--- src/rtl/seq_addsub.sv ---
// Sequential add/subtract. Operands are consumed CHUNK bits per clock, LSB slice
// first, with a registered carry/borrow chain between slices.
module seq_addsub #(
  parameter int WIDTH = 8,
  parameter int CHUNK = 4
) (
  input  logic             clk,
  input  logic             rst,
  input  logic             start,
  input  logic             mode,
  input  logic [WIDTH-1:0] a_in,
  input  logic [WIDTH-1:0] b_in,
  input  logic             cb_in,
  output logic             busy,
  output logic             done,
  output logic [WIDTH-1:0] d_out,
  output logic             cb_out,
  output logic             ovf
);
  localparam int N  = WIDTH / CHUNK;
  localparam int CW = (N > 1) ? $clog2(N) : 1;
  localparam logic [CW-1:0] LAST = CW'(N - 1);

  typedef enum logic {IDLE, RUN} state_t;
  state_t r_state, w_next;

  logic             r_mode, r_chain;
  logic [WIDTH-1:0] r_a, r_b, r_acc;
  logic [CW-1:0]    r_cnt;
  logic [CHUNK:0]   w_sl;
  logic [WIDTH-1:0] w_res;
  logic             w_accept, w_last, w_ovf;

  assign busy     = (r_state == RUN);
  assign w_accept = (r_state == IDLE) && start;
  assign w_last   = busy && (r_cnt == LAST);

  always_ff @(posedge clk or posedge rst) begin
    if (rst) r_state <= IDLE;
    else     r_state <= w_next;
  end

  always_comb begin
    w_next = r_state;
    case (r_state)
      IDLE:    if (start) w_next = RUN;
      RUN:     if (r_cnt == LAST) w_next = IDLE;
      default: w_next = IDLE;
    endcase
  end

  // Operands shift right each cycle, so the active slice is always the low CHUNK
  // bits; on the last cycle the low slice holds the operand sign bits.
  always_comb begin
    if (r_mode)
      w_sl = {1'b0, r_a[CHUNK-1:0]} + {1'b0, r_b[CHUNK-1:0]} + {{CHUNK{1'b0}}, r_chain};
    else
      w_sl = {1'b0, r_a[CHUNK-1:0]} - {1'b0, r_b[CHUNK-1:0]} - {{CHUNK{1'b0}}, r_chain};
    w_res = (r_acc >> CHUNK) | (WIDTH'(w_sl[CHUNK-1:0]) << (WIDTH - CHUNK));
    w_ovf = (r_mode ? (r_a[CHUNK-1] == r_b[CHUNK-1]) : (r_a[CHUNK-1] != r_b[CHUNK-1]))
            && (w_sl[CHUNK-1] != r_a[CHUNK-1]);
  end

  always_ff @(posedge clk or posedge rst) begin
    if (rst) begin
      r_mode  <= 1'b0;
      r_chain <= 1'b0;
      r_a     <= '0;
      r_b     <= '0;
      r_acc   <= '0;
      r_cnt   <= '0;
      done    <= 1'b0;
      d_out   <= '0;
      cb_out  <= 1'b0;
      ovf     <= 1'b0;
    end else begin
      done <= 1'b0;
      if (w_accept) begin
        r_mode  <= mode;
        r_a     <= a_in;
        r_b     <= b_in;
        r_chain <= cb_in;
        r_acc   <= '0;
        r_cnt   <= '0;
      end else if (busy) begin
        r_a     <= r_a >> CHUNK;
        r_b     <= r_b >> CHUNK;
        r_chain <= w_sl[CHUNK];
        r_acc   <= w_res;
        r_cnt   <= r_cnt + CW'(1);
        // Visible outputs change only when the full result is assembled.
        if (w_last) begin
          d_out  <= w_res;
          cb_out <= w_sl[CHUNK];
          ovf    <= w_ovf;
          done   <= 1'b1;
        end
      end
    end
  end
endmodule

--- config.mk ---
export PLATFORM = sky130hd
export DESIGN_NAME = seq_addsub
export DESIGN_NICKNAME = d
export VERILOG_FILES = /design/src/rtl/seq_addsub.sv
export SDC_FILE = /design/constraint.sdc
export NUM_CORES = 1
export LEC_CHECK = 0
export ABC_AREA = 1
export BUFFER_PORTS_ARGS = -buffer_cell sky130_fd_sc_hd__buf_2
export CORE_ASPECT_RATIO = 1.75
export CORE_MARGIN = 2
export CORE_UTILIZATION = 40
export CTS_CLUSTER_DIAMETER = 150
export DETAILED_ROUTE_END_ITERATION = 12
export PLACE_DENSITY = 0.7
export SLEW_MARGIN = 20
export SYNTH_ARGS = -nofsm -noshare
export SYNTH_HDL_FRONTEND = slang
export SYNTH_SLANG_ARGS = --single-unit
export TNS_END_PERCENT = 100
--- constraint.sdc ---
create_clock -name clk -period 4.9 [get_ports clk]
set_clock_uncertainty 0.05 [all_clocks]
set_input_delay 0.49 -clock clk [delete_from_list [all_inputs] [get_ports clk]]
set_output_delay 0.49 -clock clk [all_outputs]
set_load 0.02 [all_outputs]
==> flow_summary.json <==
{
  "clk_pin_slew_ns": 0.07,
  "clk-insertion-delay-late_ns": 0.30,
  "htreeDepth": 2,
  "switchingPower_w": 0.0006266,
  "cts_root_buf": "clkbuf_8",
  "crit_arrival_ns": 2.26,
  "avgSynthCellArea_sq_um": 9.002,
  "syn_nets": 227,
  "place_congestion": 0.8235,
  "mostFrequentLayoutCells": "nand2_1, dfrtp_1, buf_2, inv_1",
  "portBuffers": 32,
  "startpoint_type": "flip-flop",
  "core_sq_mm": 0.004189,
  "period_share_pct": 42.38,
  "syn_inst": 195,
  "postRouteAntennaNets": 0,
  "drtIter0Drc": 23,
  "first_global_vias": 1411,
  "die_h_microns": 91.64,
  "synthesis.area_sq_mm": 0.001755,
  "intPower_w": 0.0007440,
  "die_area_sq_mm": 0.004955,
  "start_util_pct": 41.91,
  "cts_buffer_depth": 2,
  "max_freq_ghz": 0.4815,
  "finalHoldViolCount": 0,
  "clock-sinks": 35,
  "area_growth_pct": 15.61,
  "power_frac_seq_pct": 35.0,
  "setup_viol": 0,
  "crit_fanout": 6,
  "final-max-slew-violation-count": 0,
  "grt_setup_unrepaired": "false",
  "reg2regPathDepth": 11,
  "die_w_microns": 54.08,
  "drc_errors": 0,
  "hp-class": "in2async",
  "status": "complete, no violations",
  "fin_nets": 262,
  "boundaryPins": 33,
  "tritoncts": "yes",
  "grt_usage_pct": 17.21,
  "cp.required_ns": 5.08,
  "layout_commonest_cell": "nand2_1",
  "dr.pass1.iters": 4,
  "clkPwrFrac_pct": 14.8,
  "yosysTopAreaCellShare_pct": 49.89,
  "overflow": 0,
  "n_antenna_cell": 0,
  "ys_types": 26,
  "setup_ws_ns": 2.823,
  "power_w": 0.001371,
  "dpl_cell_area_sq_mm": 0.001944,
  "endpoint_kind": "flip-flop",
  "cts_hold_buf": 0,
  "slew_headroom_pct": 71.35,
  "synth_area_leaders": "dfrtp_1, nand2_1, inv_1",
  "grt_pass1_wl_mm": 6.078,
  "worstSetupPathType": "reg2reg",
  "cellLeakagePower_nw": 1.048,
  "ys_ff_latch": 35,
  "ir_drop_uv": 319.9,
  "yosysTopAreaCell": "dfrtp_1",
  "grt_max_degree": 36,
  "synth-warning-count": 0,
  "drive_gt1_share_pct": 21.65,
  "p_comb_share_pct": 50.1,
  "power.density_mw_per_mm2": 675.3,
  "tns_ns": 0,
  "routed_wl_mm": 3.652,
  "antenna_found_initial": 0,
  "hpwl_mm": 2.740,
  "dp_slack_ns": 2.816,
  "cts_made_buffers": 5,
  "routed_via_density": 4.979,
  "maxCapViolCount": 0,
  "ys_seq_area_share_pct": 49.89,
  "avgRoutedWirePerCell_microns": 13.04,
  "ctsResizeCount": 0,
  "vias": 1394,
  "final_util_pct": 48.45,
  "min_period_ns": 2.077,
  "fin_area_sq_mm": 0.002029,
  "worst_pin_slew_ns": 0.4297,
  "cts_setup_buffers": 0,
  "switching_share_pct": 45.72,
  "rows": 31
}
==> area by class of cell <==
type	instances	area, sq um
Multi-Input combinational cell	123	714.4
Timing Repair Buffer	33	167.7
Clock buffer	6	72.57
Fill cell	418	2160
Clock inverter	2	12.51
Tap cell	49	61.31
Inverter	32	125.1
Sequential cell	35	875.8
==> synth_stat cells (all sizes together) <==
cell type,instances
nand3,11
ha,7
o21ai,20
a22o,1
o221ai,6
inv,31
a21oi,2
dfrtp,35
nor2,6
o22ai,4
clkinv,1
nand4,1
fa,4
buf,5
o211ai,1
xor2,1
nand2,59
==> registers in the layout (all words and copies together), names as in the netlist <==
register  count
d_out         8
r_a           8
r_b           8
r_acc         4
busy          1
cb_out        1
done          1
ovf           1
r_chain       1
r_cnt         1
r_mode        1
==> kinds of logic (layout without fill, tap and decap cells) <==
family,count (synthesis),in the layout,share of synthesized area (%)
simple gates,77,77,18.39
buf+inv,37,73,9.409
flops,35,35,49.89
compound gates,34,34,12.26
fa+ha+maj,11,11,9.551
xor+xnor,1,1,0.4990
==> worst max-delay path, stage by stage, from the launching register on <==
cell     delay, ns
dfrtp_1       0.38
inv_1         0.10
ha_1          0.42
inv_1         0.11
ha_1          0.33
a21oi_1       0.20
nor2_1        0.06
nor2_1        0.08
nand2_1       0.06
nand2_1       0.09
nand2_1       0.06
nand3_1       0.07
==> path summary, 6_finish.rpt <==
kind | slack, ns | start | to
setup / recovery | 2.82 | r_a[3] | r_chain
hold / removal | 0.23 | rst | r_b[4]
setup reg to reg | 2.82 | r_a[3] | r_chain
hold reg to reg | 0.42 | ovf | ovf
max in group asynchronous | 4.26 | rst | d_out[3]
min in group clk | 0.35 | b_in[5] | r_b[5]
==> layer usage <==
layer,track usage (%),vias up,share of wire (%)
met2,29.67,39,56
li1,-,692,-
met5,0,-,0
met3,5.537,11,4.3
met4,8.542,0,3.3
met1,17.63,652,37
==> power by group through the flow <==
stage | Combinational (W) | Sequential, W | Clock, W
floorplan | 0.000486 | 0.000521 | 0
global placement | 0.000673 | 0.000482 | 0
detailed placement | 0.000695 | 0.000486 | 0
CTS | 0.000699 | 0.000482 | 0.000208
global route | 0.000784 | 0.000497 | 0.000228
finish | 0.000687 | 0.000480 | 0.000203
==> through the flow <==
stage	hold slack, ns	cells
after detailed placement	0.4108	272
after global placement	0.4110	272
after CTS	0.2435	280
after global routing	0.2588	280
final	0.2269	280
after floorplan	0.4133	195
(Power assumes the default switching activity.)
